### src/rtl/mtm_alu_pkg.sv
// Shared constants, frame FSM encoding and CRC-4 helper for the mtm ALU serial receiver.
package mtm_alu_pkg;

    typedef enum logic [1:0] {
        ST_IDLE = 2'd0,
        ST_TYPE = 2'd1,
        ST_DATA = 2'd2,
        ST_STOP = 2'd3
    } frame_state_t;

    localparam logic       PKT_DATA     = 1'b0;
    localparam logic       PKT_CMD      = 1'b1;
    localparam logic [3:0] DATA_BYTES   = 4'd8;
    localparam logic [3:0] BYTE_CNT_OVF = 4'd9;
    localparam logic [3:0] CRC4_POLY    = 4'b0011;   // x^4 + x + 1, implicit x^4

    // MSB-first CRC-4 over {B, A, 1'b1, OP}, init 0
    function automatic logic [3:0] crc4_68(input logic [67:0] d);
        logic [3:0] c;
        logic       fb;
        c = 4'h0;
        for (int i = 67; i >= 0; i--) begin
            fb = c[3] ^ d[i];
            c  = {c[2:0], 1'b0} ^ (fb ? CRC4_POLY : 4'h0);
        end
        return c;
    endfunction

endpackage

### src/rtl/mtm_alu_rx_frame.sv
// Bit-level receiver for 11-bit packets: start(0), type, 8 payload bits MSB first, stop(1).
//   state   | meaning
//   IDLE    | line idle, waiting for a start bit (sin==0)
//   TYPE    | sampling the packet type bit
//   DATA    | shifting in 8 payload bits
//   STOP    | sampling the stop bit; pkt_done is high this cycle
module mtm_alu_rx_frame
    import mtm_alu_pkg::*;
(
    input  logic       clk,
    input  logic       rst_n,
    input  logic       sin,
    output logic       pkt_done,
    output logic       pkt_type,
    output logic [7:0] pkt_byte,
    output logic       pkt_frame_err
);

    frame_state_t state, state_nxt;
    logic [2:0]   bit_cnt;

    always_ff @(posedge clk) begin
        if (!rst_n) state <= ST_IDLE;
        else        state <= state_nxt;
    end

    always_comb begin
        state_nxt = state;
        case (state)
            ST_IDLE: if (!sin) state_nxt = ST_TYPE;
            ST_TYPE: state_nxt = ST_DATA;
            ST_DATA: if (bit_cnt == 3'd7) state_nxt = ST_STOP;
            ST_STOP: state_nxt = ST_IDLE;
            default: state_nxt = ST_IDLE;
        endcase
    end

    // Done is combinational so the top acts on the same edge that samples the stop bit
    always_comb begin
        pkt_done      = 1'b0;
        pkt_frame_err = 1'b0;
        if (state == ST_STOP) begin
            pkt_done      = 1'b1;
            pkt_frame_err = ~sin;
        end
    end

    always_ff @(posedge clk) begin
        if (!rst_n) begin
            bit_cnt  <= 3'd0;
            pkt_type <= PKT_DATA;
            pkt_byte <= 8'h00;
        end else begin
            case (state)
                ST_TYPE: begin
                    pkt_type <= sin;
                    bit_cnt  <= 3'd0;
                end
                ST_DATA: begin
                    pkt_byte <= {pkt_byte[6:0], sin};
                    bit_cnt  <= bit_cnt + 3'd1;
                end
                default: ;
            endcase
        end
    end

endmodule

### src/rtl/mtm_alu_deserializer.sv
// Transaction layer of the mtm ALU input: collects 8 data bytes and a command into A/B/OP/CRC.
// Optional CRC verification is enabled by defining MTM_ALU_DESER_CRC_CHECK_EN.
module mtm_alu_deserializer
    import mtm_alu_pkg::*;
(
    input  logic        clk,
    input  logic        rst_n,
    input  logic        sin,
    output logic [31:0] A,
    output logic [31:0] B,
    output logic [2:0]  OP,
    output logic [3:0]  CRC,
    output logic        valid,
    output logic        err_data,
    output logic        err_crc
);

    logic       pkt_done;
    logic       pkt_type;
    logic [7:0] pkt_byte;
    logic       pkt_frame_err;
    logic [3:0] byte_cnt;
    logic [63:0] data_buf;   // {B, A}, slot 0 at the top

    mtm_alu_rx_frame u_frame (
        .clk           (clk),
        .rst_n         (rst_n),
        .sin           (sin),
        .pkt_done      (pkt_done),
        .pkt_type      (pkt_type),
        .pkt_byte      (pkt_byte),
        .pkt_frame_err (pkt_frame_err)
    );

`ifdef MTM_ALU_DESER_CRC_CHECK_EN
    logic crc_ok;
    assign crc_ok = (crc4_68({data_buf, 1'b1, pkt_byte[6:4]}) == pkt_byte[3:0]);
`else
    assign err_crc = 1'b0;
`endif

    always_ff @(posedge clk) begin
        if (!rst_n) begin
            A        <= 32'h0;
            B        <= 32'h0;
            OP       <= 3'h0;
            CRC      <= 4'h0;
            valid    <= 1'b0;
            err_data <= 1'b0;
`ifdef MTM_ALU_DESER_CRC_CHECK_EN
            err_crc  <= 1'b0;
`endif
            byte_cnt <= 4'd0;
            data_buf <= 64'h0;
        end else begin
            valid    <= 1'b0;
            err_data <= 1'b0;
`ifdef MTM_ALU_DESER_CRC_CHECK_EN
            err_crc  <= 1'b0;
`endif
            if (pkt_done) begin
                if (pkt_frame_err) begin
                    byte_cnt <= BYTE_CNT_OVF;
                end else if (pkt_type == PKT_DATA) begin
                    if (byte_cnt < DATA_BYTES) begin
                        for (int k = 0; k < 8; k++)
                            if (byte_cnt == 4'(k)) data_buf[63 - 8*k -: 8] <= pkt_byte;
                        byte_cnt <= byte_cnt + 4'd1;
                    end else begin
                        byte_cnt <= BYTE_CNT_OVF;
                    end
                end else begin
                    byte_cnt <= 4'd0;
                    if (byte_cnt == DATA_BYTES) begin
                        B   <= data_buf[63:32];
                        A   <= data_buf[31:0];
                        OP  <= pkt_byte[6:4];
                        CRC <= pkt_byte[3:0];
`ifdef MTM_ALU_DESER_CRC_CHECK_EN
                        if (crc_ok) valid   <= 1'b1;
                        else        err_crc <= 1'b1;
`else
                        valid <= 1'b1;
`endif
                    end else begin
                        err_data <= 1'b1;
                    end
                end
            end
        end
    end

endmodule
### config.mk
export PLATFORM = sky130hd
export DESIGN_NAME = mtm_alu_deserializer
export DESIGN_NICKNAME = d
export VERILOG_FILES = /design/src/rtl/mtm_alu_pkg.sv /design/src/rtl/mtm_alu_rx_frame.sv /design/src/rtl/mtm_alu_deserializer.sv
export SDC_FILE = /design/constraint.sdc
export NUM_CORES = 1
export LEC_CHECK = 0
export BUFFER_PORTS_ARGS = -buffer_cell sky130_fd_sc_hd__buf_2
export CAP_MARGIN = 20
export CORE_MARGIN = 1
export CORE_UTILIZATION = 40
export DETAILED_ROUTE_END_ITERATION = 16
export PLACE_DENSITY = 0.67
export SYNTH_ARGS = -nofsm -noshare
export SYNTH_HDL_FRONTEND = slang
export SYNTH_SLANG_ARGS = --single-unit
### constraint.sdc
create_clock -name clk -period 1.8 [get_ports clk]
set_input_delay 0.09 -clock clk [delete_from_list [all_inputs] [get_ports clk]]
set_output_delay 0.09 -clock clk [all_outputs]
set_load 0.01 [all_outputs]
### After elaboration in Yosys (flattened, before gate mapping)

Index checks and enable logic that the tools add are counted.

| storage, ports and cells | value |
|---|---|
| output and inout bits | 74 |
| bits in read-only memories | 0 |
| memories | 0 |
| bits in latches | 0 |
| memory bits (writable) | 0 |
| logic and storage cells | 66 |
| register bits | 155 |
| bits of input ports | 3 |

| cells by class | value |
|---|---|
| multipliers | 0 |
| bitwise gates (word level) | 5 |
| $lt $le $gt $ge | 1 |
| add/sub/neg operators | 2 |
| shifts and indexed selects | 0 |
| divide/modulo/power cells | 0 |
| eq/ne operators | 14 |
| multiplexer cells | 11 |
| reductions and logical operators | 14 |

Operators by type and width:

| operator | number |
|---|---|
| $reduce_and A5 Y1 | 8 |
| $eq A4 B3 Y1 const B | 4 |
| $mux W4 | 3 |
| $eq A4 B2 Y1 const B | 2 |
| $pmux W2 S4 | 1 |
| $pmux W3 S2 | 1 |
| $not A1 Y1 | 5 |
| $add A4 B1 Y4 const B | 1 |
| $eq A2 B2 Y1 const B | 2 |
| $eq A4 B1 Y1 const B | 1 |
| $eq A4 B4 Y1 const B | 1 |
| $logic_not A4 Y1 | 1 |
| $lt A4 B4 Y1 const B | 1 |
| $mux W1 | 4 |
| $mux W2 | 2 |
| $reduce_and A4 Y1 | 1 |
| $reduce_or A4 Y1 | 1 |
| $add A3 B1 Y3 const B | 1 |
| $eq A3 B3 Y1 const B | 1 |
| $eq A2 B1 Y1 const B | 1 |
| $logic_not A2 Y1 | 1 |
| $ne A2 B1 Y1 const B | 1 |
| $ne A2 B2 Y1 const B | 1 |
| $reduce_and A2 Y1 | 1 |
| $reduce_bool A2 Y1 | 1 |

### Depth between registers and ports, before layout

| logic depth | value |
|---|---|
| depth in word-level cells | 4 |
| gate-level depth with buffers | 6 |
| mapped depth without buffers | 5 |

### Cells and area by module

From an unflattened synthesis, not the netlist that was laid out.

| unflattened totals | value |
|---|---|
| cell total of the unflattened synthesis | 547 |
| area, all modules | 5789.3 um^2 |

By module, submodules not included:

| module | cells each | area each (um^2) | sequential area each (um^2) | instances |
|---|---|---|---|---|
| mtm_alu_deserializer | 489 | 5154.9 | 2822.7 | 1 |
| mtm_alu_rx_frame | 58 | 634.4 | 280.3 | 1 |

### Least setup slack after synthesis

OpenSTA, ideal clock, no wires.

| timing | value |
|---|---|
| kind | reg2reg |
| start point | register byte_cnt[0] |
| end point | register CRC[0] |
| setup time | 0.073 ns |
| path slack | 0.232 ns |
| required time | 1.727 ns |
| arrival | 1.495 ns |
| clock period less this slack | 1.568 ns |
| cell stages (with the launch flop) | 7 |
| path buffers | 1 |
| cell sequence | dfxtp_1 > inv_1 > ha_1 > nand2_1 > nor2_8 > buf_12 > mux2i_1 |

| between the ends | value |
|---|---|
| cells in the longest elaborated chain, start to end | 2 |

Ends and longest elaborated chain:

| item | line | text |
|---|---|---|
| from (decl) | mtm_alu_deserializer.sv:22 | `logic [3:0] byte_cnt;` |
| from (signal assigned) | mtm_alu_deserializer.sv:68 | `byte_cnt <= byte_cnt + 4'd1;` |
| $eq A4 B4 Y1 | mtm_alu_deserializer.sv:74 | `if (byte_cnt == DATA_BYTES) begin` |
| $reduce_and A4 Y1 (no source line) | -- |  |
| to (signal assigned) | mtm_alu_deserializer.sv:78 | `CRC <= pkt_byte[3:0];` |
| to (decl) | mtm_alu_deserializer.sv:12 | `output logic [3:0] CRC,` |

No other way between the ends.
A chain may end at the register's enable or synchronous reset.

### Final worst setup path

| timing | value |
|---|---|
| start point | register byte_cnt[0] |
| end point | register B[4] |

| between the ends | value |
|---|---|
| cells in the longest elaborated chain, start to end | 2 |

Ends and longest elaborated chain:

| item | line | text |
|---|---|---|
| $eq A4 B4 Y1 | mtm_alu_deserializer.sv:74 |  |
| $reduce_and A4 Y1 (no source line) | -- |  |
| to (signal assigned) | mtm_alu_deserializer.sv:75 | `B <= data_buf[63:32];` |
| to (decl) | mtm_alu_deserializer.sv:10 | `output logic [31:0] B,` |

No other way between the ends.

==> summary.md <==
| Metric | Value |
|---|---|
| Die Ht | `124 um` |
| Clk root buf | `clkbuf_16` |
| Least-Margin Pin Slew | `0.568 ns` |
| Asr flop ratio synth | `0%` |
| Wire per inst | `14.6 um` |
| Num ports | `77` |
| Main synth FF type | `dfxtp_1` |
| Warnings from Yosys | `0` |
| Status | `finished clean` |
| Die Width | `124 um` |
| EDFF count, synth | `0` |
| H-tree depth | `4` |
| Pre-CTS setup slack | `0.186 ns` |
| Cell accounting for the most synthesized area | `dfxtp_1` |
| CTS Hold Buffers Added | `0` |
| Post-Syn Instances | `546` |
| HPWL Detailed | `7.94 mm` |
| Post-route ant nets | `0` |
| CP Max Fanout | `39` |
| GRT Util Overall | `16.5%` |
| Num rows | `44` |
| Core Util, Final | `48.3%` |
| RSZ-0062 raised after global routing | `no` |
| Initial antenna violation count | `0` |
| CP arrival | `1.95 ns` |
| Clock share of power | `47.0%` |
| Initial Util | `40.9%` |
| Crit end category | `register` |
| Comb pwr share | `7.6%` |
| P_sw | `1.76 mW` |
| Crit path kind | `reg2reg` |
| Max Buffers Root-to-Sink | `2` |
| Vias in the first global route | `3827` |
| Layout Cells excl Fill | `816` |
| Crit path setup slack, layout | `0.191 ns` |
| Worst Hold Class | `in2reg` |
| DR pass1 iterations | `4` |
| Post-CTS sizing | `0` |
| Cell variety after synth | `32` |
| Max-Cap Viols | `0` |
| Sum Neg Setup Slack | `0 ns` |
| Post-synth top area share | `52.2%` |
| Slew Viols, Final | `0` |
| CTS sink count | `155` |
| Switching Share | `22.7%` |
| Required @ worst endpoint | `2.14 ns` |
| Port buffer count | `75` |
| Area Overhead vs Synth | `17.9%` |
| Synth Register Bits | `155` |
| Initial detailed-routing violation count | `189` |
| GP Congestion | `0.829` |
| Via density | `4.80` |
| Final #Nets | `633` |
| Worst Setup Start Kind | `register` |
| Core box area | `14500 um^2` |
| Share of cells above drive strength 1 | `20.4%` |
| Post-CTS Repair Setup Buffers | `0` |
| Fmax | `622 MHz` |
| DRC | `0` |
| Crit share post-route | `89.4%` |
| Vias | `3918` |
| Syn Std Cell Area | `5950 um^2` |
| Placed insts | `784` |
| Largest net degree at the start of global routing | `76` |
| Worst hold slack | `0.0220 ns` |
| Internal power | `6.00 mW` |
| Min Tclk post-route | `1.61 ns` |
| Proportion of synthesized chip area in sequential cells | `52.2%` |
| Die area | `15400 um^2` |
| Syn Area/Cell | `10.9 um^2` |
| Worst-path clk slew | `0.06 ns` |
| Worst skew pair latency | `0.42 ns` |
| Syn Nets | `560` |
| Flop pwr share | `45.5%` |
| P_leak | `3.16 nW` |
| First-pass GRT wire length | `19.1 mm` |
| CTS Buf Count | `17` |
| Power per cell area | `1110 nW/um^2` |
| Total grt overflow | `0` |
| Top post-synthesis cells by area | `dfxtp_1, mux2i_1, nand2_1, buf_12, ha_1` |
| Rel. slew slack | `62.1%` |
| Total length of routed wires | `11.9 mm` |
| Commonest cells after routing, fill and taps aside | `dfxtp_1, nand2_1, mux2i_1` |
| VDD IR-drop max | `722 uV` |
| Fin. Hold Viols | `0` |
| N_diodes | `0` |
| CTS tree | `yes` |
| Most common cell after layout, fill and taps aside | `dfxtp_1` |
| Layout Skew | `0.00568 ns` |
| Setup violators final | `0` |
-- flip-flops by register name (all words and copies together) (netlist names), 3 cells and up --
signal            flops
data_buf             64
OP                    3
A                    32
byte_cnt              4
CRC                   4
u_frame.pkt_byte      8
u_frame.bit_cnt       3
B                    32
-- power groups by stage --
stage / logic, mW / clock network (mW) / registers (mW)
global placement: 0.548 / 0 / 3.60
floorplan: 0.470 / 0 / 3.59
CTS: 0.587 / 3.72 / 3.52
finish: 0.587 / 3.64 / 3.53
global route: 0.648 / 3.85 / 3.53
detailed placement: 0.583 / 0 / 3.60
-- worst max-delay path, stage by stage (launching register included) --
cell and delay, ns:
dfxtp_1 0.34, inv_1 0.11, ha_1 0.18, nand2_1 0.16, nor2_8 0.18, buf_12 0.29
mux2i_1 0.24
-- synth_stat cells (all sizes together) (2+ instances only) --
cell    instances
a21o            2
a21oi           6
a31oi           3
buf            18
clkbuf         13
dfxtp         155
ha             11
inv             5
mux2i         144
nand2         146
nand2b          5
nand3           8
nand4           5
nor2           14
o21ai           2
-- final timing paths --
check                            startpoint           to  slack, ns  cells after the start
worst max register to register  byte_cnt[0]         B[4]       0.19                      6
worst min register to register        B[27]        B[27]       0.45                      2
worst max-delay path            byte_cnt[0]         B[4]       0.19                      6
worst min-delay path                    sin  byte_cnt[3]       0.02                      2
-- metrics by stage --
step	power (mW)	cell area [um^2]
global route	8.03	7010
floorplan	4.06	5950
detailed placement	4.18	6410
CTS	7.83	7010
global placement	4.14	6410
finish	7.75	7010
-- metal layers --
layer | vias up | track usage (%) | part of all wire [%]
met1 | 1852 | 21.8 | 48
met2 | 77 | 25.7 | 46
met4 | 0 | 5.36 | 0.97
li1 | 1977 | - | -
met5 | - | 0 | 0
met3 | 12 | 4.95 | 4.7
-- cell families after synthesis --
family	Yosys count	share of synthesized area, %
fa+ha+maj	11	2.31
mux	145	24.4
flops	155	52.2
simple gates	183	14.8
compound gates	15	1.49
buf+inv	36	4.73
other cells	1	0.0630
-- final cells by class --
type                    count  area (um^2)
fillers                  1345         7520
flip-flops and latches    155         3100
multi-input cells         355         2560
repair buffers             85          490
clock buffers              18          429
well taps                 184          230
clock inverters            14          178
inverters                   5         18.8
Power figures use the tool's default switching activity.
